### src/rtl/loader_pkg.sv
// Shared definitions for program_loader: FSM state encoding, host op codes
// carried in bits [15:14] of the command word, and run-result status codes.
package loader_pkg;

  typedef enum logic [2:0] {
    S_IDLE,
    S_ADDR,
    S_CNT,
    S_DATA,
    S_RUN,
    S_REPORT
  } state_e;

  typedef enum logic [1:0] {
    OP_IMEM = 2'b00,
    OP_DMEM = 2'b01,
    OP_RUN  = 2'b10,
    OP_NOP  = 2'b11
  } op_e;

  typedef enum logic [1:0] {
    ST_NONE    = 2'b00,
    ST_HALT    = 2'b01,
    ST_TIMEOUT = 2'b10
  } status_e;

  // States in which the loader consumes host words.
  function automatic logic accepts_host(state_e s);
    return (s == S_IDLE) || (s == S_ADDR) || (s == S_CNT) || (s == S_DATA);
  endfunction

endpackage

### src/rtl/program_loader.sv
// Host-driven program loader: streams command/address/count/data words into
// CPU instruction or data memory, then releases the CPU from reset and
// reports the last nonzero Out_R value once the CPU halts.
// Optional feature: define LOADER_TIMEOUT_EN to abort a run after
// TIMEOUT_CYCLES cycles without a halt (status 10).
module program_loader
  import loader_pkg::*;
#(
  parameter int unsigned TIMEOUT_CYCLES = 1000
) (
  input  logic        clk_i,
  input  logic        rst_n,
  // host command/data stream
  input  logic        s_valid,
  output logic        s_ready,
  input  logic [15:0] s_data,
  // run result
  output logic        m_valid,
  input  logic        m_ready,
  output logic [15:0] m_data,
  output logic [1:0]  m_status,
  // CPU control
  output logic        cpu_rst_n,
  output logic        ex_iwe,
  output logic [15:0] ex_iaddr,
  output logic [15:0] ex_idata,
  output logic        ex_dwe,
  output logic [15:0] ex_daddr,
  output logic [15:0] ex_ddata,
  input  logic [15:0] cpu_out_r,
  input  logic        cpu_flag_done
);

  state_e      state_q, state_d;
  logic        is_dmem_q, is_dmem_d;
  logic [15:0] addr_q, addr_d;
  logic [15:0] cnt_q, cnt_d;
  logic [15:0] capture_q, capture_d;
  status_e     status_q, status_d;
  logic        cpu_rst_n_q, cpu_rst_n_d;
  logic        iwe_q, iwe_d;
  logic [15:0] iaddr_q, iaddr_d;
  logic [15:0] idata_q, idata_d;
  logic        dwe_q, dwe_d;
  logic [15:0] daddr_q, daddr_d;
  logic [15:0] ddata_q, ddata_d;

  logic        accept;
  logic        timeout_hit;

`ifdef LOADER_TIMEOUT_EN
  logic [31:0] run_cnt_q, run_cnt_d;

  // Count cycles spent in RUN (the only state with cpu_rst_n high); idle at zero elsewhere
  always_comb begin
    run_cnt_d = '0;
    if (state_q == S_RUN) begin
      run_cnt_d = run_cnt_q + 32'd1;
    end
  end

  // Run cycle counter register
  always_ff @(posedge clk_i or negedge rst_n) begin
    if (!rst_n) begin
      run_cnt_q <= '0;
    end else begin
      run_cnt_q <= run_cnt_d;
    end
  end

  // The current RUN cycle is the TIMEOUT_CYCLES-th one
  assign timeout_hit = (state_q == S_RUN) && ((run_cnt_q + 32'd1) >= TIMEOUT_CYCLES);
`else
  logic [31:0] unused_timeout;

  assign unused_timeout = TIMEOUT_CYCLES;
  assign timeout_hit    = 1'b0;
`endif

  // Reset holds s_ready low even though the state register already reads IDLE
  assign s_ready = rst_n && accepts_host(state_q);
  assign accept  = s_valid && s_ready;

  // Next-state, datapath and write-strobe decode; every target defaulted first
  always_comb begin
    state_d   = state_q;
    is_dmem_d = is_dmem_q;
    addr_d    = addr_q;
    cnt_d     = cnt_q;
    capture_d = capture_q;
    status_d  = status_q;
    iwe_d     = 1'b0;
    iaddr_d   = iaddr_q;
    idata_d   = idata_q;
    dwe_d     = 1'b0;
    daddr_d   = daddr_q;
    ddata_d   = ddata_q;

    unique case (state_q)
      S_IDLE: begin
        if (accept) begin
          case (op_e'(s_data[15:14]))
            OP_IMEM: begin
              is_dmem_d = 1'b0;
              state_d   = S_ADDR;
            end
            OP_DMEM: begin
              is_dmem_d = 1'b1;
              state_d   = S_ADDR;
            end
            OP_RUN: begin
              capture_d = '0;
              state_d   = S_RUN;
            end
            default: ;
          endcase
        end
      end

      S_ADDR: begin
        if (accept) begin
          addr_d  = s_data;
          state_d = S_CNT;
        end
      end

      S_CNT: begin
        if (accept) begin
          cnt_d   = s_data;
          state_d = (s_data == '0) ? S_IDLE : S_DATA;
        end
      end

      S_DATA: begin
        if (accept) begin
          if (is_dmem_q) begin
            dwe_d   = 1'b1;
            daddr_d = addr_q;
            ddata_d = s_data;
          end else begin
            iwe_d   = 1'b1;
            iaddr_d = addr_q;
            idata_d = s_data;
          end
          addr_d = addr_q + 16'd1;
          cnt_d  = cnt_q - 16'd1;
          if (cnt_q == 16'd1) begin
            state_d = S_IDLE;
          end
        end
      end

      S_RUN: begin
        if (cpu_out_r != '0) begin
          capture_d = cpu_out_r;
        end
        // A halt in the same cycle as the timeout takes precedence
        if (cpu_flag_done) begin
          status_d = ST_HALT;
          state_d  = S_REPORT;
        end else if (timeout_hit) begin
          status_d = ST_TIMEOUT;
          state_d  = S_REPORT;
        end
      end

      S_REPORT: begin
        if (m_ready) begin
          status_d = ST_NONE;
          state_d  = S_IDLE;
        end
      end

      default: begin
        state_d = S_IDLE;
      end
    endcase

    // Registered so the CPU reset is glitch-free and rises the cycle after the run command
    cpu_rst_n_d = (state_d == S_RUN);
  end

  // State and datapath registers; asynchronous reset abandons any load or run
  always_ff @(posedge clk_i or negedge rst_n) begin
    if (!rst_n) begin
      state_q     <= S_IDLE;
      is_dmem_q   <= 1'b0;
      addr_q      <= '0;
      cnt_q       <= '0;
      capture_q   <= '0;
      status_q    <= ST_NONE;
      cpu_rst_n_q <= 1'b0;
      iwe_q       <= 1'b0;
      iaddr_q     <= '0;
      idata_q     <= '0;
      dwe_q       <= 1'b0;
      daddr_q     <= '0;
      ddata_q     <= '0;
    end else begin
      state_q     <= state_d;
      is_dmem_q   <= is_dmem_d;
      addr_q      <= addr_d;
      cnt_q       <= cnt_d;
      capture_q   <= capture_d;
      status_q    <= status_d;
      cpu_rst_n_q <= cpu_rst_n_d;
      iwe_q       <= iwe_d;
      iaddr_q     <= iaddr_d;
      idata_q     <= idata_d;
      dwe_q       <= dwe_d;
      daddr_q     <= daddr_d;
      ddata_q     <= ddata_d;
    end
  end

  assign m_valid   = (state_q == S_REPORT);
  assign m_data    = capture_q;
  assign m_status  = status_q;
  assign cpu_rst_n = cpu_rst_n_q;
  assign ex_iwe    = iwe_q;
  assign ex_iaddr  = iaddr_q;
  assign ex_idata  = idata_q;
  assign ex_dwe    = dwe_q;
  assign ex_daddr  = daddr_q;
  assign ex_ddata  = ddata_q;

endmodule

### config.mk
export PLATFORM = sky130hd
export DESIGN_NAME = program_loader
export DESIGN_NICKNAME = d
export VERILOG_FILES = /design/src/rtl/loader_pkg.sv /design/src/rtl/program_loader.sv
export SDC_FILE = /design/constraint.sdc
export NUM_CORES = 1
export LEC_CHECK = 0
export BUFFER_PORTS_ARGS = -buffer_cell sky130_fd_sc_hd__buf_2
export CAP_MARGIN = 40
export CORE_MARGIN = 2
export CORE_UTILIZATION = 45
export CTS_CLUSTER_SIZE = 14
export DETAILED_ROUTE_END_ITERATION = 6
export MAX_ROUTING_LAYER = met4
export PLACE_DENSITY = 0.68
export SLEW_MARGIN = 20
export SYNTH_ARGS = -nofsm -noshare
export SYNTH_HDL_FRONTEND = slang
export SYNTH_SLANG_ARGS = --single-unit
### constraint.sdc
create_clock -name clk_i -period 5.82 [get_ports clk_i]
set_clock_uncertainty 0.15 [all_clocks]
set_input_delay 1.164 -clock clk_i [delete_from_list [all_inputs] [get_ports clk_i]]
set_output_delay 1.164 -clock clk_i [all_outputs]
set_load 0.02 [all_outputs]
Yosys cells after proc, flatten, opt, wreduce, memory -nomap -nowiden
Index checks and enable logic that the tools add are counted.
W data, S select, Z words.
- logic and storage cells: 84
- input port bits: 37
- output and inout port bits: 87
- register bits after elaboration: 121
- bitwise operators: 1
- mux-type cells: 29
- reduce and logical (&&, ||, !) cells: 22
- equality and inequality tests: 17
- add/subtract/negate cells: 2
- operators with widths (kind ; count):
    $mux W16 ; 6
    $pmux W16 S2 ; 3
    $mux W3 ; 7
    $pmux W3 S6 ; 1
    $reduce_and A3 Y1 ; 6
    $add A16 B1 Y16 const B ; 1
    $eq A16 B1 Y1 const B ; 1
    $logic_not A16 Y1 ; 1
    $reduce_bool A16 Y1 ; 1
    $sub A16 B1 Y16 const B ; 1
    $ne A2 B2 Y1 const B ; 6
    $reduce_bool A2 Y1 ; 5
    $eq A3 B3 Y1 const B ; 3
    $eq A3 B2 Y1 const B ; 2
    $mux W1 ; 6
    $mux W2 ; 3
    $pmux W3 S2 ; 1
    $ne A2 B1 Y1 const B ; 2
    $pmux W2 S2 ; 1
    $reduce_and A4 Y1 ; 1
    $eq A3 B1 Y1 const B ; 1
    $logic_not A3 Y1 ; 1
    $logic_or A1 B1 Y1 ; 3
    $eq A2 B1 Y1 const B ; 1
    other kinds (6) ; 7

Longest topological paths before layout
- word-level depth: 9
- depth in mapped cells: 7
- mapped depth without buffers: 6

Worst setup path after synthesis
OpenSTA, ideal clock, no wires.
- path kind: input to output
- start: in rst_n
- end: out s_ready
- cell stages on the path: 1
- arrival time: 1.522 ns
- path slack: 2.984 ns
- buffers on the path: 0
- required time: 4.506 ns
- cell sequence: nor2b_1
- cells in the longest elaborated chain, start to end: 1
- RTL lines (what ; RTL line ; text):
    start, declared ; program_loader.sv:12 ; input logic rst_n,
    $logic_and A1 B1 Y1 ; program_loader.sv:81 ; assign s_ready = rst_n && accepts_host(state_q);
    end, declared ; program_loader.sv:15 ; output logic s_ready,
Every way passes these cells.

Final worst setup path
- start: in rst_n
- end: reg idata_q[1] (netlist: ex_idata[1])
- cells in the longest elaborated chain, start to end: 3
- RTL lines (what ; RTL line ; text):
    $logic_and A1 B1 Y1 ; program_loader.sv:81 ;
    $logic_and A1 B1 Y1 ; program_loader.sv:82 ; assign accept = s_valid && s_ready;
    $reduce_and A3 Y1 (no line) ; -- ;
    end signal, assigned ; program_loader.sv:209 ; idata_q <= idata_d;
    end, declared ; program_loader.sv:43 ; logic [15:0] idata_q, idata_d;
Every way passes these cells.
A chain may end at the register's enable or synchronous reset.

==> key figures <==
Status
  – Status: finished, final reports clean

STA
  – Fin. Hold Viols: 0
  – Post-route minimum period: 3.57 ns
  – Rel. slew slack: ~54%
  – Tcrit/Tclk final: 61.3%
  – Unrepaired setup endpoints after global routing: no
  – # setup viols final: 0
  – Pins Over Slew Limit: 0
  – Fin Setup TNS: 0 ns
  – Least-Margin Pin Slew: between 0.6 and 0.7 ns
  – Fmax: between 200 and 300 MHz

Synthesis
  – Yosys top cell area share: 54.9%
  – Syn_area_per_cell: between 10 and 15 um^2
  – Distinct cells, synth: 55
  – Ys async rst share: 100%
  – Sequential cell area fraction in the yosys report: about 55%
  – Post-Syn Nets: 513
  – Synth area leader: dfrtp_1
  – Cell count after synthesis: around 470
  – Synth Warn #: 0
  – Number of flops mapped to enable cells by yosys: 0
  – Post-synth top flop: dfrtp_1
  – Synth Register Bits: 120
  – Most common cell in the netlist: dfrtp_1
  – Synth cell count leaders: 120 x dfrtp_1, 66 x mux2_2, 28 x nand2_1
  – Post-synthesis cell area: between 5000 and 6000 um^2
  – Top cells by area, synth: dfrtp_1 55%, mux2_2 14%, a22o_1 3.0%

Setup path
  – R2R Setup Slk: ~2.9 ns
  – R2R cell count: 5
  – Reg-to-Reg End: ex_idata[1]
  – Crit-path max FO: 57
  – Slowest CP cell: and4b_1
  – Crit path DAT: 3.71 ns
  – CP delay by family, top: simple AND/OR/NAND/NOR gates
  – Startpoint Class: input pin
  – Worst r2r src: state_q[1]
  – Crit Path Class: in -> reg
  – CP required: between 5 and 6 ns
  – CP endpoint kind: register
  – Worst-path cell chain: buf_4 > and4b_1 > nand2_1 > nor2_4 > buf_16 > mux2_2
  – CP bufs+invs: 2
  – Crit path largest cell delay: roughly 0.64 ns

Placed design
  – Routability cong.: around 0.84
  – Dpl hpwl: roughly 9500 um
  – I/O Buffers: between 100 and 150
  – Placed cells: slightly above 700
  – Cell Area, Placed: slightly above 6000 um^2

Global routing
  – GRT Total Usage: between 20 and 25%
  – Number of global-route vias before repair: between 4000 and 5000
  – Total grt overflow: 0
  – First-pass GRT wire length: between 20000 and 25000 um
  – Largest net degree at the start of global routing: 58
  – Initial antenna violation count: 0

Routing
  – DRC violations left: 0
  – Post-DRT Antenna Nets: 0
  – Drt via density: between 5 and 6
  – Wire per inst: around 19 um
  – Iteration-0 DRC Markers: ~310
  – Routed via count: around 4400
  – Drt pass-1 iters: 5
  – Final wirelength: 14000 um

Clocking
  – H-Tree Level Count: 4
  – Clock-pin slew on the worst setup and hold paths: 0.05 ns
  – Setup Fix Bufs, Post-CTS: 0
  – Clock buffer depth: 2
  – Skew-Pair Late Insertion Delay: 0.42 ns
  – Num CTS Buffers: 17
  – CTS Sinks: 120
  – CTS tree: done
  – Clk root buf: clkbuf_16
  – CTS resizes: 0
  – Post-CTS Hold Buffers: 0

Pwr
  – Pwr Density: about 600 nW/um^2
  – Leak: 3.21 nW
  – Peak supply drop: about 0.2 mV

Worst hold path
  – Hold crit path type: reg -> reg
  – HP Start: cnt_q[15]
  – WHS Endpoint: cnt_q[15]
  – Hold depth: 1

Floorplanning
  – Width of the die: about 110 um
  – Ports: roughly 120
  – Initial Util: a little under half
  – Die area: 13100 um^2
  – Placeable Area: 12000 um^2
  – Core Rows: 40
  – DIE HEIGHT: between 100 and 150 um

Final layout
  – Non-filler cells in the finished layout: 754
  – Nets: between 600 and 700
  – Post-route cell area: ~7000 um^2
  – Ant. Diodes: 0
  – Layout area overhead: 25.8%
  – Layout cells sized above 1: 38.4%

Run
  – Max-Cap Viols: 0
per-layer routing:
layer / routed length [um] / vias up / GRT usage (%)
li1: - / 2023 / -
met4: 318 / 0 / 10.1
met2: 6980 / 142 / 36.2
met5: 0 / - / -
met1: 5930 / 2186 / 28.1
met3: 733 / 31 / 4.71
final cells by class:
class	count	area [um^2]
Inverter	10	37.5
Multi-Input combinational cell	316	2300
Clock buffer	22	474
Clock inverter	9	170
Sequential cell	120	3000
Fill cell	995	5080
Tap cell	147	184
Timing Repair Buffer	130	709
state kept, by name, summed over array words and instances, names as in the netlist:
name / count
ex_daddr: 16
is_dmem_q: 1
ex_ddata: 16
m_status: 1
cnt_q: 16
state_q: 3
ex_iaddr: 16
ex_idata: 16
cpu_rst_n: 1
ex_dwe: 1
ex_iwe: 1
addr_q: 16
m_data: 16
where the power goes:
group,internal (mW),switching [mW]
clock,0.788,0.363
sequential,1.20,0.316
combinational,0.582,0.807
total,2.57,1.49
stage by stage:
stage / setup WS [ns] / power (mW) / hold slack, ns / util, %
2_1_floorplan: 2.98 / 2.42 / 0.302 / -
3_3_place_gp: 1.68 / 2.84 / 0.330 / 51.5
3_5_place_dp: 1.78 / 2.91 / 0.327 / 52.1
4_1_cts: 2.21 / 4.07 / 0.343 / 57.4
5_1_grt: 1.98 / 4.28 / 0.359 / 57.5
6_report: 2.25 / 4.05 / 0.340 / 57.5
worst register-to-register path, cell delays in order, from the launching register on:
cell     delay (ns)
dfrtp_1        0.72
and4b_1        0.62
nand2_1        0.33
nor2_4         0.44
buf_16         0.23
mux2_2         0.36
layout by cell type (no fill, tap or decap), types with 7 or more instances in the layout:
cell type and count:
a21oi_1 18, a22o_1 19, a22oi_1 8, nand2_1 28
nor2_1 17, o22ai_1 7, clkbuf_16 17, nand3_1 13
inv_1 10, nor3_1 15, dfrtp_1 120, nor4_1 20
mux2_2 66, buf_2 121, o21ai_0 24
cell families after synthesis:
group,count (synthesis),synth area share (%)
fa+ha+maj,3,0.686
simple gates,139,14.1
other cells,1,0.0686
compound gates,106,13.2
buf+inv,37,3.27
flops,120,54.9
mux,67,13.8
how the worst max path moves through the flow:
stage / startpoint / to / slack [ns] / depth (start not counted)
after floorplan: rst_n / s_ready / 2.98 / 1
after global placement: rst_n / ex_idata[7] / 1.68 / 5
after detailed placement: rst_n / ex_ddata[10] / 1.78 / 7
after CTS: rst_n / ex_daddr[1] / 2.21 / 7
after global routing: rst_n / ex_idata[0] / 1.98 / 6
final: rst_n / ex_idata[1] / 2.25 / 6
Power figures use the tool's default switching activity.
